**src/rtl/ahb_bram_slave_pkg.sv**
```systemverilog
// Shared AHB-Lite codes, FSM state type and the size/alignment helpers for
// the block-RAM slave.
package ahb_bram_slave_pkg;

  localparam logic [1:0] HTRANS_IDLE   = 2'b00;
  localparam logic [1:0] HTRANS_BUSY   = 2'b01;
  localparam logic [1:0] HTRANS_NONSEQ = 2'b10;
  localparam logic [1:0] HTRANS_SEQ    = 2'b11;

  localparam logic [2:0] HSIZE_BYTE = 3'd0;
  localparam logic [2:0] HSIZE_HALF = 3'd1;
  localparam logic [2:0] HSIZE_WORD = 3'd2;

  localparam logic HRESP_OKAY  = 1'b0;
  localparam logic HRESP_ERROR = 1'b1;

  typedef enum logic [2:0] {
    ST_IDLE,
    ST_WDATA,
    ST_RDATA,
    ST_STALL,
    ST_ERR1,
    ST_ERR2
  } state_t;

  function automatic logic size_legal(input logic [2:0] size, input logic [1:0] lsb);
    case (size)
      HSIZE_BYTE: return 1'b1;
      HSIZE_HALF: return !lsb[0];
      HSIZE_WORD: return lsb == 2'b00;
      default:    return 1'b0;
    endcase
  endfunction

  // Little-endian byte lanes; illegal sizes yield no lanes at all.
  function automatic logic [3:0] lane_mask(input logic [2:0] size, input logic [1:0] lsb);
    logic [3:0] m;
    case (size)
      HSIZE_BYTE: m = 4'b0001 << lsb;
      HSIZE_HALF: m = lsb[1] ? 4'b1100 : 4'b0011;
      HSIZE_WORD: m = '1;
      default:    m = '0;
    endcase
    return m;
  endfunction

endpackage

```
**src/rtl/ahb_bram_slave_if.sv**
```systemverilog
// AHB-Lite bus signals seen by the block-RAM slave.
interface ahb_bram_slave_if;
  logic        HSEL;
  logic [31:0] HADDR;
  logic [1:0]  HTRANS;
  logic [2:0]  HSIZE;
  logic        HWRITE;
  logic        HREADY;
  logic [31:0] HWDATA;
  logic        HREADYOUT;
  logic        HRESP;
  logic [31:0] HRDATA;

  modport master (
    output HSEL, HADDR, HTRANS, HSIZE, HWRITE, HREADY, HWDATA,
    input  HREADYOUT, HRESP, HRDATA
  );

  modport slave (
    input  HSEL, HADDR, HTRANS, HSIZE, HWRITE, HREADY, HWDATA,
    output HREADYOUT, HRESP, HRDATA
  );
endinterface

```
**src/rtl/ahb_bram_slave.sv**
```systemverilog
// AHB-Lite slave in front of a 32-bit block RAM: byte-lane writes, one-cycle
// reads, a single wait state on read-after-write to the same word, ERROR response.
module ahb_bram_slave
  import ahb_bram_slave_pkg::*;
#(
  parameter int unsigned ADDR_WIDTH = 12
) (
  input  logic                  HCLK,
  input  logic                  HRESETn,
  ahb_bram_slave_if.slave       ahb,
  output logic [ADDR_WIDTH-1:0] BRAM_RDADDR,
  input  logic [31:0]           BRAM_RDATA,
  output logic [ADDR_WIDTH-1:0] BRAM_WRADDR,
  output logic [31:0]           BRAM_WDATA,
  output logic [3:0]            BRAM_WE
);

  state_t                state;
  state_t                nxt;
  logic [ADDR_WIDTH-1:0] in_addr;
  logic [ADDR_WIDTH-1:0] reg_addr;
  logic [3:0]            reg_mask;
  logic                  hreadyout_q;
  logic                  hresp_q;
  logic                  accept;
  logic                  take;
  logic                  legal;
  logic                  collide;
  logic                  unused_haddr;

  assign in_addr = ahb.HADDR[ADDR_WIDTH+1:2];
  assign unused_haddr = ^ahb.HADDR[31:ADDR_WIDTH+2];

  assign accept = ahb.HSEL && ahb.HREADY &&
                  ((ahb.HTRANS == HTRANS_NONSEQ) || (ahb.HTRANS == HTRANS_SEQ));
  // Address phases presented during STALL/ERR1 are never taken, whatever HREADY says.
  assign take    = accept && (state != ST_STALL) && (state != ST_ERR1);
  assign legal   = size_legal(ahb.HSIZE, ahb.HADDR[1:0]);
  // The RAM write lands on this edge, so a same-word read would see stale data.
  assign collide = (state == ST_WDATA) && (in_addr == reg_addr);

  always_comb begin
    nxt = ST_IDLE;
    case (state)
      ST_STALL: nxt = ST_RDATA;
      ST_ERR1:  nxt = ST_ERR2;
      default: begin
        if (take) begin
          if (!legal)           nxt = ST_ERR1;
          else if (ahb.HWRITE)  nxt = ST_WDATA;
          else if (collide)     nxt = ST_STALL;
          else                  nxt = ST_RDATA;
        end
      end
    endcase
  end

  always_ff @(posedge HCLK) begin
    if (!HRESETn) begin
      state       <= ST_IDLE;
      hreadyout_q <= 1'b1;
      hresp_q     <= HRESP_OKAY;
      reg_addr    <= '0;
      reg_mask    <= '0;
    end else begin
      state       <= nxt;
      hreadyout_q <= (nxt != ST_STALL) && (nxt != ST_ERR1);
      hresp_q     <= ((nxt == ST_ERR1) || (nxt == ST_ERR2)) ? HRESP_ERROR : HRESP_OKAY;
      if (take) begin
        reg_addr <= in_addr;
        reg_mask <= lane_mask(ahb.HSIZE, ahb.HADDR[1:0]);
      end
    end
  end

  assign ahb.HREADYOUT = hreadyout_q;
  assign ahb.HRESP     = hresp_q;
  assign ahb.HRDATA    = (state == ST_RDATA) ? BRAM_RDATA : '0;

  assign BRAM_RDADDR = (state == ST_STALL) ? reg_addr : in_addr;
  assign BRAM_WRADDR = reg_addr;
  assign BRAM_WDATA  = ahb.HWDATA;
  // Write strobes drop immediately when reset is asserted, not one edge later.
  assign BRAM_WE     = ((state == ST_WDATA) && HRESETn) ? reg_mask : '0;

endmodule

```
**src/flat_wrapper.sv**
```systemverilog
// flat-port wrapper written by rule: the top's interface ports become plain ports
module ahb_bram_slave_flat import ahb_bram_slave_pkg::*;
#(
  parameter int unsigned ADDR_WIDTH = 12
)
  (HCLK, HRESETn, BRAM_RDADDR, BRAM_RDATA, BRAM_WRADDR, BRAM_WDATA, BRAM_WE, ahb_HSEL, ahb_HADDR, ahb_HTRANS, ahb_HSIZE, ahb_HWRITE, ahb_HREADY, ahb_HWDATA, ahb_HREADYOUT, ahb_HRESP, ahb_HRDATA);
  ahb_bram_slave_if ahb_i ();
  input  logic HCLK;
  input  logic HRESETn;
  output logic [ADDR_WIDTH-1:0] BRAM_RDADDR;
  input  logic [31:0] BRAM_RDATA;
  output logic [ADDR_WIDTH-1:0] BRAM_WRADDR;
  output logic [31:0] BRAM_WDATA;
  output logic [3:0] BRAM_WE;
  input wire logic [$bits(ahb_i.HSEL)-1:0] ahb_HSEL;
  input wire logic [$bits(ahb_i.HADDR)-1:0] ahb_HADDR;
  input wire logic [$bits(ahb_i.HTRANS)-1:0] ahb_HTRANS;
  input wire logic [$bits(ahb_i.HSIZE)-1:0] ahb_HSIZE;
  input wire logic [$bits(ahb_i.HWRITE)-1:0] ahb_HWRITE;
  input wire logic [$bits(ahb_i.HREADY)-1:0] ahb_HREADY;
  input wire logic [$bits(ahb_i.HWDATA)-1:0] ahb_HWDATA;
  output wire logic [$bits(ahb_i.HREADYOUT)-1:0] ahb_HREADYOUT;
  output wire logic [$bits(ahb_i.HRESP)-1:0] ahb_HRESP;
  output wire logic [$bits(ahb_i.HRDATA)-1:0] ahb_HRDATA;
  assign ahb_i.HSEL = ahb_HSEL;
  assign ahb_i.HADDR = ahb_HADDR;
  assign ahb_i.HTRANS = ahb_HTRANS;
  assign ahb_i.HSIZE = ahb_HSIZE;
  assign ahb_i.HWRITE = ahb_HWRITE;
  assign ahb_i.HREADY = ahb_HREADY;
  assign ahb_i.HWDATA = ahb_HWDATA;
  assign ahb_HREADYOUT = ahb_i.HREADYOUT;
  assign ahb_HRESP = ahb_i.HRESP;
  assign ahb_HRDATA = ahb_i.HRDATA;
  ahb_bram_slave #(.ADDR_WIDTH(ADDR_WIDTH)) u_core (.HCLK(HCLK), .HRESETn(HRESETn), .ahb(ahb_i), .BRAM_RDADDR(BRAM_RDADDR), .BRAM_RDATA(BRAM_RDATA), .BRAM_WRADDR(BRAM_WRADDR), .BRAM_WDATA(BRAM_WDATA), .BRAM_WE(BRAM_WE));
endmodule
```
**config.mk**
```make
export PLATFORM = sky130hd
export DESIGN_NAME = ahb_bram_slave_flat
export DESIGN_NICKNAME = d
export VERILOG_FILES = /design/src/rtl/ahb_bram_slave_pkg.sv /design/src/rtl/ahb_bram_slave_if.sv /design/src/rtl/ahb_bram_slave.sv /design/src/flat_wrapper.sv
export SDC_FILE = /design/constraint.sdc
export NUM_CORES = 1
export LEC_CHECK = 0
export ABC_AREA = 1
export CAP_MARGIN = 10
export CORE_AREA = 2 2 78 80
export DETAILED_ROUTE_END_ITERATION = 6
export DIE_AREA = 0 0 80 82
export DONT_BUFFER_PORTS = 1
export SLEW_MARGIN = 5
export SYNTH_ARGS = -nofsm -noshare
export SYNTH_HDL_FRONTEND = slang
export SYNTH_SLANG_ARGS = --single-unit
```
**constraint.sdc**
```tcl
create_clock -name HCLK -period 1.93 [get_ports HCLK]
set_clock_uncertainty 0.2 [all_clocks]
set_input_delay 0.386 -clock HCLK [delete_from_list [all_inputs] [get_ports HCLK]]
set_output_delay 0.386 -clock HCLK [all_outputs]
set_load 0.02 [all_outputs]
```
==> metrics.yaml <==
sta:
  hold_viol_final: 0
  holdWs_ns: 0.0441
  max_freq_mhz: 505
  finalSetupViolations: 11
  tightest_slew_ns: 0.343
  rsz0062_at_grt: "yes"
  fin_ws_ns: -0.0513
  finalSetupTns_ns: -0.412
  slew-limit-headroom_pct: 77.0
  fin_crit_ns: 1.98
  slew_violations: 0
  min_period_over_period_pct: 103
synth:
  yosys.area_share.simple_pct: 28.1
  avgSynthCellArea_sq_um: 5.77
  yosys.area.top_type: "dfxtp_1"
  ys_seq_elements: 21
  synth_top_family_by_area: "buffers and inverters"
  synth_fa_ha_area_share_pct: 0
  syn_inst: 301
  async_flop_share_pct: 0
  ys_types: 21
  synth.net_count: 407
  yosys.area_share.xor_xnor_pct: 2.02
  synth_area_leaders: "dfxtp_1 (24%), inv_1 (14%), buf_4 (14%)"
  synthMostInstantiatedCell: "inv_1"
  synthMuxAreaShare_pct: 0
  yosys_warnings: 0
  syn_area_sq_um: 1740
  synth_edf_count: 0
  synth_top_area_share_pct: 24.2
  synthTopCellsByCount: "inv_1 (66), nand2_1 (52), nor2_1 (51)"
  synth_compound_area_share_pct: 14.8
  synth_ff_type: "dfxtp_1"
  ys_seq_area_share_pct: 24.2
placement:
  gp_congestion: 0.778
  portBuffers: 0
  dpl.cell_count: 385
  postPlaceCellArea_sq_um: 1920
  dp.final_hpwl_mm: 3.39
power_and_ir_drop:
  peakVddDrop_v: 0.000280
  p_total_uw: 958
  p_sw_share_pct: 30.4
  power.leakage_nw: 1.07
  power_frac_comb_pct: 17.7
  p_clk_share_pct: 31.0
  seqPwrFrac_pct: 51.3
  power_per_cell_area_nw_per_um2: 462
  p_sw_uw: 292
  p_int_uw: 666
clock_tree:
  cts_max_level: 1
  postCtsHoldBufs: 0
  cts_buffer_depth: 2
  cts_tree: "yes"
  cts_root_buffer: "clkbuf_8"
  clock-sinks: 21
  clk_latency_ns: 0.27
  cts_buffers: 3
  clkTransAtPathRegs_ns: 0.09
grt:
  overflow: 0
  grt_max_degree: 33
  grt_pass1_vias: 1388
  grt_usage_pct: 12.1
  antenna_found_initial: 0
  grt_pass1_wl_mm: 6.28
critical_path:
  startpoint_type: "flop"
  critPathRequiredTime_ns: 1.34
  rrSetupSlack_ns: 0.15
  crit_type: "reg2out"
  crit_end: "BRAM_RDADDR[7]"
  critPathMaxFanout: 5
  r2r-start: "u_core.state[0]$_SDFF_PN0_"
  startpoint: "u_core.state[1]$_SDFF_PN0_"
  r2r-end: "u_core.BRAM_WRADDR[2]$_SDFFE_PN0N_"
  reg2regPathDepth: 9
  critPathCaptureType: "output port"
  cp_data_arrival_time_ns: 1.40
cells_and_area:
  finalNonFillerCells: 396
  layout-drive-gt1-share_pct: 23.4
  fillers: 651
  area_growth_pct: 19.2
  multi_input_area_sq_um: 795
  seqCellArea_sq_um: 425
  num-nets-final: 428
  postLayoutCellArea_sq_um: 2070
  antenna_cells: 0
drt:
  drt-initial-drc-count: 42
  dr.pass1.iters: 5
  post_drt_wl_per_cell_um: 10.9
  avgViaCountPerCell: 4.33
  wl_mm: 4.32
  drcViolationCount: 0
  final_antenna_net_count: 0
  vias: 1716
die:
  coreArea_sq_um: 5750
  row_count: 28
  io_pins: 200
  die_y_um: 82
  dieArea_sq_um: 6560
  die_w_um: 80
  initial_core_util_pct: 30.2
run_status:
  status: "finished with violations"
  violations: "setup timing"
worst_hold_path:
  hold_depth: 2
  hp-class: "in2reg"
run:
  cap_violations: 0
==> power groups by stage <==
| stage | clock [mW] | combinational (mW) | sequential [mW] |
|---|---|---|---|
| 3_5_place_dp | 0 | 0.164 | 0.503 |
| 5_1_grt | 0.330 | 0.195 | 0.496 |
| 4_1_cts | 0.313 | 0.167 | 0.493 |
| 6_report | 0.296 | 0.170 | 0.491 |
| 3_3_place_gp | 0 | 0.162 | 0.502 |
| 2_1_floorplan | 0 | 0.224 | 0.497 |
==> routing by layer <==
metal  routed length, um  GRT usage [%]  vias up
met5                   0              0        -
met4                  55           3.73        0
met3                 352           3.52       12
met2                2110           21.7       64
met1                1800           14.0      733
li1                    -              -      907
==> cell type report <==
class / count / share of cell area (%)
Timing Repair Buffer: 55 / 21.7
Clock inverter: 1 / 0.242
Multi-Input combinational cell: 172 / 38.3
Tap cell: 75 / 4.53
Timing Repair inverter: 1 / 0.362
Inverter: 68 / 12.3
Clock buffer: 3 / 1.99
Sequential cell: 21 / 20.5
==> placed cells by master, fill, tap and decap left out <==
master / synthesis / final
a21oi_1: 19 / 19
buf_12: 0 / 2
buf_4: 32 / 51
buf_6: 1 / 1
buf_8: 0 / 1
clkbuf_8: 0 / 3
clkinv_2: 0 / 1
clkinvlp_4: 0 / 1
dfxtp_1: 21 / 19
dfxtp_2: 0 / 1
dfxtp_4: 0 / 1
inv_1: 66 / 63
inv_2: 2 / 5
nand2_1: 52 / 51
nand2_2: 0 / 1
nand3_1: 8 / 8
nand3b_1: 1 / 1
nand4_1: 1 / 1
nor2_1: 51 / 48
nor2_2: 0 / 3
nor3_1: 1 / 1
nor3_2: 1 / 1
nor3_4: 2 / 2
o21a_1: 1 / 1
o21ai_0: 29 / 17
o21ai_1: 2 / 13
o21ai_2: 0 / 1
xnor2_1: 4 / 4
==> sequential cells by signal (all words and copies together), names as in the netlist <==
signal and flops:
u_core.ahb.HRESP 1, u_core.state 3, u_core.reg_mask 4, u_core.BRAM_WRADDR 12, u_core.ahb.HREADYOUT 1
==> how the worst min path moves through the flow <==
stage / from / endpoint / slack (ns)
floorplan: u_core.reg_mask[0]$_SDFFE_PN0N_ / u_core.reg_mask[0]$_SDFFE_PN0N_ / 0.24
global placement: u_core.reg_mask[3]$_SDFFE_PN0N_ / u_core.reg_mask[3]$_SDFFE_PN0N_ / 0.25
detailed placement: u_core.reg_mask[3]$_SDFFE_PN0N_ / u_core.reg_mask[3]$_SDFFE_PN0N_ / 0.26
CTS: HRESETn / u_core.BRAM_WRADDR[6]$_SDFFE_PN0N_ / 0.04
global route: HRESETn / u_core.ahb.HREADYOUT$_SDFF_PN1_ / 0.06
finish: HRESETn / u_core.BRAM_WRADDR[6]$_SDFFE_PN0N_ / 0.04
==> metrics by stage <==
stage          utilization [%]  setup slack [ns]
3_3_place_gp              33.4            0.0545
6_report                  36.1           -0.0513
4_1_cts                   35.4           -0.0618
2_1_floorplan                -           -0.0906
3_5_place_dp              33.4            0.0332
5_1_grt                   36.1            -0.149
==> critical path: stages, from the launching register on <==
cell and delay, ns:
dfxtp_2 0.34, inv_2 0.05, nor3_4 0.19, buf_12 0.14, clkinvlp_4 0.11, nand2_1 0.08, o21ai_1 0.06, buf_4 0.15
==> logic make-up (layout without fill, tap and decap cells) <==
family	Yosys count	after routing
and+or+nand+nor	117	117
buffers and inverters	108	128
AOI/OAI and AO/OA	51	51
DFF	21	21
xor gates and xnor gates	4	4
==> repair_timing <==
action,CTS,global route
gates cloned,1,0
setup buffers,4,2
endpoints found under the setup margin,45,49
pin swaps,2,1
gates resized for setup,21,9
No activity file was read; power rests on OpenSTA's default activity.
